===== src/rtl/riskow_bus_arbiter.sv =====
// Two-master, one-slave round-robin arbiter for the Riskow data bus.
// Single outstanding transaction with a watchdog that aborts a stuck slave access.
module riskow_bus_arbiter #(
   parameter int                ADDR_W   = 32,
   parameter int                DATA_W   = 32,
   parameter int                TIMEOUT  = 255,
   parameter logic [DATA_W-1:0] ERR_DATA = 32'hDEADBEEF
) (
   input  logic                  clk_i,
   input  logic                  rst_ni,
   input  logic                  m0_valid_i,
   input  logic [ADDR_W-1:0]     m0_addr_i,
   input  logic [DATA_W-1:0]     m0_wdata_i,
   input  logic                  m0_we_i,
   input  logic [DATA_W/8-1:0]   m0_wmask_i,
   input  logic                  m1_valid_i,
   input  logic [ADDR_W-1:0]     m1_addr_i,
   input  logic [DATA_W-1:0]     m1_wdata_i,
   input  logic                  m1_we_i,
   input  logic [DATA_W/8-1:0]   m1_wmask_i,
   output logic                  m0_ready_o,
   output logic                  m1_ready_o,
   output logic [DATA_W-1:0]     m_rdata_o,
   output logic                  m_error_o,
   output logic                  s_valid_o,
   output logic [ADDR_W-1:0]     s_addr_o,
   output logic [DATA_W-1:0]     s_wdata_o,
   output logic                  s_we_o,
   output logic [DATA_W/8-1:0]   s_wmask_o,
   input  logic                  s_ready_i,
   input  logic [DATA_W-1:0]     s_rdata_i,
   output logic [ADDR_W-1:0]     err_addr_o
);

   localparam int MASK_W = DATA_W / 8;
   // One spare bit of headroom when the watchdog is disabled keeps the vector legal.
   localparam int CNT_W = (TIMEOUT > 0) ? $clog2(TIMEOUT + 1) : 1;
   localparam logic [CNT_W-1:0] CNT_LAST = CNT_W'((TIMEOUT > 0) ? TIMEOUT - 1 : 0);

   typedef enum logic [1:0] {IDLE, BUSY, RESP} state_e;

   state_e              state_q;
   logic                last_grant_q;
   logic [CNT_W-1:0]    cnt_q;
   logic                s_valid_q;
   logic [ADDR_W-1:0]   s_addr_q;
   logic [DATA_W-1:0]   s_wdata_q;
   logic                s_we_q;
   logic [MASK_W-1:0]   s_wmask_q;
   logic                m0_ready_q;
   logic                m1_ready_q;
   logic                m_error_q;
   logic [DATA_W-1:0]   m_rdata_q;
   logic [ADDR_W-1:0]   err_addr_q;

   logic                req_d;
   logic                sel_d;
   logic [ADDR_W-1:0]   addr_d;
   logic [DATA_W-1:0]   wdata_d;
   logic                we_d;
   logic [MASK_W-1:0]   wmask_d;

   // Ties go to whichever master was not served last.
   always_comb begin
      req_d = m0_valid_i | m1_valid_i;
      sel_d = 1'b0;
      if (m0_valid_i && m1_valid_i) sel_d = ~last_grant_q;
      else if (m1_valid_i)          sel_d = 1'b1;
      addr_d  = sel_d ? m1_addr_i  : m0_addr_i;
      wdata_d = sel_d ? m1_wdata_i : m0_wdata_i;
      we_d    = sel_d ? m1_we_i    : m0_we_i;
      wmask_d = sel_d ? m1_wmask_i : m0_wmask_i;
   end

   always_ff @(posedge clk_i or negedge rst_ni) begin
      if (!rst_ni) begin
         state_q      <= IDLE;
         last_grant_q <= 1'b1;
         cnt_q        <= '0;
         s_valid_q    <= 1'b0;
         s_addr_q     <= '0;
         s_wdata_q    <= '0;
         s_we_q       <= 1'b0;
         s_wmask_q    <= '0;
         m0_ready_q   <= 1'b0;
         m1_ready_q   <= 1'b0;
         m_error_q    <= 1'b0;
         m_rdata_q    <= '0;
         err_addr_q   <= '0;
      end else begin
         case (state_q)
            IDLE: begin
               if (req_d) begin
                  s_valid_q    <= 1'b1;
                  s_addr_q     <= addr_d;
                  s_wdata_q    <= wdata_d;
                  s_we_q       <= we_d;
                  s_wmask_q    <= wmask_d;
                  last_grant_q <= sel_d;
                  cnt_q        <= '0;
                  state_q      <= BUSY;
               end
            end
            BUSY: begin
               // last_grant_q names the master owning the transaction in flight.
               if (s_ready_i) begin
                  m_rdata_q  <= s_rdata_i;
                  s_valid_q  <= 1'b0;
                  m0_ready_q <= ~last_grant_q;
                  m1_ready_q <= last_grant_q;
                  m_error_q  <= 1'b0;
                  state_q    <= RESP;
               end else if (TIMEOUT != 0 && cnt_q == CNT_LAST) begin
                  m_rdata_q  <= ERR_DATA;
                  err_addr_q <= s_addr_q;
                  s_valid_q  <= 1'b0;
                  m0_ready_q <= ~last_grant_q;
                  m1_ready_q <= last_grant_q;
                  m_error_q  <= 1'b1;
                  state_q    <= RESP;
               end else begin
                  cnt_q <= cnt_q + CNT_W'(1);
               end
            end
            RESP: begin
               m0_ready_q <= 1'b0;
               m1_ready_q <= 1'b0;
               m_error_q  <= 1'b0;
               state_q    <= IDLE;
            end
            default: state_q <= IDLE;
         endcase
      end
   end

   assign m0_ready_o = m0_ready_q;
   assign m1_ready_o = m1_ready_q;
   assign m_rdata_o  = m_rdata_q;
   assign m_error_o  = m_error_q;
   assign s_valid_o  = s_valid_q;
   assign s_addr_o   = s_addr_q;
   assign s_wdata_o  = s_wdata_q;
   assign s_we_o     = s_we_q;
   assign s_wmask_o  = s_wmask_q;
   assign err_addr_o = err_addr_q;

endmodule


===== config.mk =====
export PLATFORM = sky130hd
export DESIGN_NAME = riskow_bus_arbiter
export DESIGN_NICKNAME = d
export VERILOG_FILES = /design/src/rtl/riskow_bus_arbiter.sv
export SDC_FILE = /design/constraint.sdc
export NUM_CORES = 1
export LEC_CHECK = 0
export CORE_UTILIZATION = 35
export DETAILED_ROUTE_END_ITERATION = 6
export GPL_ROUTABILITY_DRIVEN = 0
export GPL_TIMING_DRIVEN = 0
export PLACE_DENSITY = 0.71
export SYNTH_ARGS = -nofsm -noshare
export SYNTH_HDL_FRONTEND = slang
export SYNTH_SLANG_ARGS = --single-unit

===== constraint.sdc =====
create_clock -name clk_i -period 2.05 [get_ports clk_i]
set_input_delay 0.41 -clock clk_i [delete_from_list [all_inputs] [get_ports clk_i]]
set_output_delay 0.41 -clock clk_i [all_outputs]
set_load 0.02 [all_outputs]

==> impl_metrics.py, run 1 <==
metrics = {
    "clock_tree": {
        "cts_tree": "built",
        "clkSinkCount": 148,
        "htreeDepth": 4,
        "numCtsBuffers": 17,
        "ctsRootBufferMaster": "clkbuf_16",
        "cts.path.max_buffers": 2,
        "clk_pin_slew_ns": 0.06,
        "clk_latency_ns": 0.42,
    },
    "route": {
        "routed_wl_um": 19120,
        "drt-initial-drc-count": 222,
        "firstDrtPassIters": 6,
        "wl_per_cell_um": 17.48,
        "ant_nets": 0,
        "vias": 5396,
        "remaining_drc_errors": 0,
        "viasPerCell": 4.932,
    },
    "global_route": {
        "grt_max_degree": 100,
        "grt_pass1_vias": 5401,
        "antenna_found_initial": 0,
        "grt_pass1_wl_um": 29580,
        "grt-ovfl-total": 0,
        "grt_use_total": 0.2131,
    },
    "synth": {
        "yosys.area.top_type": "dfrtp_1",
        "syn_area_per_cell_sq_um": 12.04,
        "netlist_instances": 524,
        "ys_seq_area_frac": 0.5874,
        "ys_seq_elements": 148,
        "yosysWarnings": 0,
        "synth_commonest_cells": "dfrtp_1 (147), o21ai_0 (76), nand2_1 (74), mux2i_1 (71), a221o_1 (23)",
        "async_reset_ff_frac": 1.000,
        "synth_area_sq_mm": 0.006307,
        "yosysUniqueCellTypes": 39,
        "synth_top_area_share": 0.5832,
        "synth_edf_count": 0,
        "synth_area_leaders": "dfrtp_1 (58%), mux2i_1 (11%), o21ai_0 (6.0%)",
        "syn_nets": 701,
        "yosysMostFrequentCell": "dfrtp_1",
        "ys.flop_type": "dfrtp_1",
    },
    "sta": {
        "fin_crit_sh": 0.9390,
        "tightestPinTransition_ns": 0.5326,
        "setup_violations": 0,
        "fin_ws_ns": 0.1250,
        "maxSlewHeadroom": 0.6449,
        "drv_slew": 0,
        "finClkSkew_ns": 0.006820,
        "fin_crit_ns": 1.925,
        "max_clock_freq_mhz": 519.5,
        "finalHoldViolCount": 0,
        "holdWs_ns": 0.4772,
        "rsz0062_at_grt": "false",
    },
    "placed_design": {
        "port_buffers": 311,
        "place_ws_ns": -0.4920,
        "dp_hpwl_um": 14510,
    },
    "setup_path": {
        "cp_slowest_cell": "dfrtp_1",
        "worstSetupPathType": "reg2reg",
        "cp-end-kind": "flop",
        "cp-start-kind": "flop",
        "crit_fanout": 10,
        "cpMostUsedCell": "buf_6",
        "required_ns": 2.35,
        "slowest_delay_ns": 0.42,
        "arrival_ns": 2.22,
        "cpLargestDelayFamily": "simple AND/OR/NAND/NOR gates",
        "cp_num_buf_inv": 3,
        "crit_chain": "inv_1 > ha_1 > and4_1 > and3_1 > buf_6 > buf_6 > mux2_1",
    },
    "power": {
        "swShare": 0.3677,
        "internal-power_uw": 8832,
        "p_comb_frac": 0.439,
        "clkPwrFrac": 0.227,
        "seq_power_share": 0.334,
        "leakage_uw": 0.004610,
        "irDropWorstVdd_mv": 0.6399,
        "p_switching_uw": 5135,
        "power.density_mw_per_mm2": 1348,
    },
    "cells_and_area": {
        "final_util": 0.5926,
        "area_growth_pct": 64.21,
        "finalNetCount": 1033,
        "layout-drive-gt1-share": 0.09781,
        "fill_cells": 1517,
        "diodes": 0,
    },
    "floorplanning": {
        "start_util": 0.3609,
        "die_w_um": 136.2,
        "dieArea_sq_mm": 0.01856,
        "placementRows": 48,
        "ios": 312,
        "core_sq_mm": 0.01748,
        "fp.dieH_um": 136.2,
    },
    "worst_hold_path": {
        "hold_class": "reg2reg",
    },
    "run": {
        "drv_cap": 0,
    },
    "outcome": {
        "outcome": "completed",
    },
}
-- per-stage QoR --
step,setup TNS (ns),total power [uW],cell area [sq um],cells
after floorplan,0,7672,6307,524
after global placement,-839.92,10770,9702,1060
after detailed placement,-30.89,10890,9731,1061
after CTS,0,14110,10340,1094
after global routing,0,14750,10360,1094
final,0,13970,10360,1094
-- registers in the layout (all words and copies together) (netlist names) --
name          cells
m1_ready_o        1
state_q           2
last_grant_q      1
m0_ready_o        1
s_valid_o         1
s_wdata_o        32
s_wmask_o         4
cnt_q             8
m_error_o         1
s_addr_o         32
s_we_o            1
err_addr_o       32
m_rdata_o        32
-- worst paths after layout --
path	startpoint	to	slack [ns]	cells past startpoint
max	cnt_q[0]	err_addr_o[20]	0.13	7
min	s_wdata_o[5]	s_wdata_o[5]	0.48	2
max reg2reg	cnt_q[0]	err_addr_o[20]	0.13	7
min reg2reg	s_wdata_o[5]	s_wdata_o[5]	0.48	2
max in group asynchronous	rst_ni	last_grant_q	0.66	3
min in group asynchronous	rst_ni	s_wdata_o[6]	0.49	2
-- logic make-up after synthesis --
group / share of synthesized area
AOI/OAI and AO/OA: 0.1297
adders and majority gates: 0.003967
buffers and inverters: 0.03610
DFF: 0.5874
muxes: 0.1716
and+or+nand+nor: 0.07122
-- worst min-delay path: stages, from the launching register on --
cell	delay (ns)
dfrtp_1	0.34
nand2_1	0.04
o21ai_0	0.06
-- what timing repair did --
action / in CTS / in global routing
buffers inserted: 0 / 0
gates resized for setup: 2 / 10
hold buffers: 1 / 0
gates cloned: 0 / 0
pin swaps: 0 / 0
setup endpoints to repair: 3 / 49
hold endpoints to repair: 49 / 0
-- routing by layer --
metal	global-route usage	wire length, um
met5	0	0
met4	0.08086	445
met3	0.06376	1503
met2	0.3739	9924
met1	0.2422	7245
-- area by class of cell --
cell class / instances / area (sq um) / share of cell area
buffer: 38 / 226.5 / 0.02187
clock buffer: 18 / 439.2 / 0.04240
clock inverter: 14 / 160.2 / 0.01546
inverter: 5 / 18.77 / 0.001812
multi-input combinational: 333 / 2375 / 0.2293
sequential: 148 / 3705 / 0.3577
tap: 225 / 281.5 / 0.02718
timing repair buffer: 313 / 3152 / 0.3043
-- layout by cell type, fill, tap and decap left out, drive strengths merged, types with 6 or more instances in the layout --
cell type / count
o31ai: 6
inv: 6
o21ai: 77
buf: 23
a221o: 23
dfrtp: 147
nand3: 9
nand2: 74
clkbuf: 35
mux2: 33
mux2i: 71
a22o: 8
clkdlybuf4s50: 310
clkinv: 7
-- power groups by stage --
stage               registers [uW]  logic (uW)  clock network, uW
floorplan                     5850        1820                  0
global placement              4660        6110                  0
detailed placement            4710        6180                  0
CTS                           4670        6220               3220
global route                  4810        6580               3360
finish                        4660        6130               3170
Power figures use the tool's default switching activity.
==> run 2, diff against run 1 <==
--- a/config.mk
+++ b/config.mk
@@ -5,10 +5,12 @@
 export SDC_FILE = /design/constraint.sdc
 export NUM_CORES = 1
 export LEC_CHECK = 0
+export ABC_AREA = 1
 export CORE_UTILIZATION = 35
 export DETAILED_ROUTE_END_ITERATION = 6
 export GPL_ROUTABILITY_DRIVEN = 0
 export GPL_TIMING_DRIVEN = 0
+export MAX_ROUTING_LAYER = met4
 export PLACE_DENSITY = 0.71
 export SYNTH_ARGS = -nofsm -noshare
 export SYNTH_HDL_FRONTEND = slang
==> run 2 against run 1 <==
Register-to-register slack improved by 0.07 ns. Clock power about the same. Combinational power increased by 6.9%. Sequential power decreased by 2%. Final area increased by 1.6%. Synthesized area increased by 2.6%. Die area increased by 2.6%. Critical path depth unchanged. Fmax increased by 4.0%. Worst setup slack improved by 0.074 ns.
==> impl_metrics.py, run 2 <==
metrics = {
    "synth": {
        "ys_seq_elements": 148,
        "synth_commonest_cells": "dfrtp_1 (147), nand2_1 (132), o21ai_0 (107), nor2_1 (105), inv_1 (43)",
        "syn_nets": 896,
        "ys.flop_type": "dfrtp_1",
        "ys_seq_area_frac": 0.5724,
        "yosysMostFrequentCell": "dfrtp_1",
        "syn_area_per_cell_sq_um": 9.002,
        "yosysWarnings": 0,
        "synth_top_area_share": 0.5683,
        "async_reset_ff_frac": 1.000,
        "yosys.area.top_type": "dfrtp_1",
        "synth_edf_count": 0,
        "synth_area_leaders": "dfrtp_1 (57%), o21ai_0 (8.3%), nand2_1 (7.7%)",
        "yosysUniqueCellTypes": 26,
        "synth_area_sq_mm": 0.006472,
        "netlist_instances": 719,
    },
    "clock_tree": {
        "htreeDepth": 4,
        "clkSinkCount": 148,
        "clk_pin_slew_ns": 0.06,
        "ctsRootBufferMaster": "clkbuf_16",
        "clk_latency_ns": 0.42,
        "numCtsBuffers": 17,
        "cts_tree": "built",
        "cts.path.max_buffers": 2,
    },
    "cells_and_area": {
        "layout-drive-gt1-share": 0.1100,
        "layout_commonest_cell": "clkdlybuf4s50_1",
        "instances_no_fill": 1294,
        "finalNetCount": 1228,
        "area_growth_pct": 62.59,
        "layout_common_cells": "clkdlybuf4s50_1 (310), dfrtp_1 (147), nand2_1 (131)",
        "post-route-cell-area_sq_mm": 0.01052,
    },
    "placed_design": {
        "dp_hpwl_um": 15120,
        "dpl_cell_area_sq_mm": 0.009901,
        "dpl.cell_count": 1260,
        "port_buffers": 311,
    },
    "route": {
        "routed_wl_um": 20580,
        "firstDrtPassIters": 4,
        "drt-initial-drc-count": 232,
        "wl_per_cell_um": 15.91,
        "viasPerCell": 4.805,
        "remaining_drc_errors": 0,
        "vias": 6218,
        "ant_nets": 0,
    },
    "floorplanning": {
        "dieArea_sq_mm": 0.01904,
        "ios": 312,
        "core_sq_mm": 0.01802,
        "die_w_um": 138.0,
        "start_util": 0.3591,
        "fp.dieH_um": 138.0,
        "placementRows": 49,
    },
    "power": {
        "p_switching_uw": 5525,
        "internal-power_uw": 8789,
        "irDropWorstVdd_mv": 0.7721,
        "power.density_mw_per_mm2": 1360,
        "clkPwrFrac": 0.222,
        "leakage_uw": 0.004592,
        "seq_power_share": 0.321,
        "swShare": 0.3860,
        "p_comb_frac": 0.457,
    },
    "global_route": {
        "grt-ovfl-total": 0,
        "grt_pass1_vias": 5911,
        "grt_use_total": 0.2214,
        "antenna_found_initial": 1,
        "grt_pass1_wl_um": 30900,
        "grt_max_degree": 85,
    },
    "sta": {
        "maxSlewHeadroom": 0.5648,
        "tightestPinTransition_ns": 0.6528,
        "finClkSkew_ns": 0.008989,
        "setup_violations": 0,
        "max_clock_freq_mhz": 540.1,
        "drv_slew": 0,
        "rsz0062_at_grt": "false",
        "fin_crit_ns": 1.851,
        "finalHoldViolCount": 0,
        "fin_crit_sh": 0.9031,
    },
    "setup_path": {
        "cp-start-kind": "flop",
        "rrSetupSlack_ns": 0.20,
        "crit_fanout": 10,
        "cp_slowest_cell": "dfstp_2",
        "slowest_delay_ns": 0.58,
        "cp-end-kind": "flop",
        "r2r_cells": 7,
        "crit_chain": "nand2_1 > nand2_4 > inv_2 > clkbuf_2 > buf_2 > o21ai_1 > o22ai_1",
        "worstSetupPathType": "reg2reg",
        "arrival_ns": 2.13,
        "required_ns": 2.33,
    },
    "outcome": {
        "outcome": "completed",
    },
    "worst_hold_path": {
        "worstHoldPathCells": 2,
        "hold_class": "reg2reg",
    },
    "run": {
        "drv_cap": 0,
    },
}
## run 2: changes by cell type in the layout (fill, tap and decap cells not counted), sizes merged, moves of 23 or more
cell and delta:
a221o -23, nand2 +82, inv +43, nor2 +104, o22ai +32, mux2i -71
o21ai +91, mux2 -33
## run 2: what timing repair did
| action | 4_1_cts | 5_1_grt |
|---|---|---|
| hold endpoints to repair | 1 | 0 |
| gates resized for setup | 2 | 1 |
| endpoints found under the setup margin | 10 | 1 |
| hold buffers | 1 | 0 |
| setup buffers | 0 | 0 |
## run 2: cells by family (layout without fill, tap and decap cells)
logic type,count (synthesis),in the layout,synth area share
xor+xnor,3,3,0.004060
flops,148,148,0.5724
simple gates,273,273,0.1730
other cells,0,1,0
buf+inv,91,436,0.06824
fa+ha+maj,2,2,0.003866
compound gates,202,202,0.1784
## run 2: per-stage QoR
step	total power [uW]	utilization	setup TNS [ns]	hold slack, ns	worst slack [ns]
after floorplan	7910	-	0	0.1144	0.5394
after global placement	11130	0.5477	-861.01	0.4531	-5.728
after detailed placement	11230	0.5493	-18.12	0.4550	-0.5556
after CTS	14450	0.5837	0	0.4733	0.06797
after global routing	15200	0.5839	0	0.5047	0.05345
final	14310	0.5839	0	0.4701	0.1986
## run 2: cell type report
| cell class | instances | area (sq um) |
|---|---|---|
| repair buffers | 313 | 3152 |
| flip-flops and latches | 148 | 3705 |
| clock inverters | 13 | 150.1 |
| diodes | 1 | 2.502 |
| plain buffers | 44 | 265.3 |
| fillers | 1630 | 7501 |
| inverters | 47 | 176.4 |
| well taps | 229 | 286.5 |
| clock buffers | 19 | 452.9 |
| multi-input cells | 480 | 2333 |
## run 2: power by group through the flow
stage / Sequential, uW / Combinational (uW) / Clock, uW
2_1_floorplan: 5880 / 2030 / 0
3_3_place_gp: 4600 / 6530 / 0
3_5_place_dp: 4630 / 6600 / 0
4_1_cts: 4600 / 6620 / 3240
5_1_grt: 4730 / 7110 / 3360
6_report: 4590 / 6550 / 3170
## run 2: worst paths after layout
check,start,to
worst max-delay path,last_grant_q,s_addr_o[24]
worst min-delay path,m_rdata_o[17],m_rdata_o[17]
worst max register to register,last_grant_q,s_addr_o[24]
worst min register to register,m_rdata_o[17],m_rdata_o[17]
max in group asynchronous,rst_ni,last_grant_q
min in group asynchronous,rst_ni,err_addr_o[15]
## run 2: metal layers
metal / share of wire / track usage / up-vias
li1: - / - / 3021
met1: 0.43 / 0.2754 / 2938
met2: 0.48 / 0.3525 / 228
met3: 0.062 / 0.04715 / 31
met4: 0.024 / 0.08454 / 0
met5: 0 / - / -
## run 2: critical path, delay by kind of cell, from the launching register on
family          cells  cell delay (ns)
buf+inv             3             0.59
flops               1             0.58
compound gates      2             0.29
simple gates        2             0.26
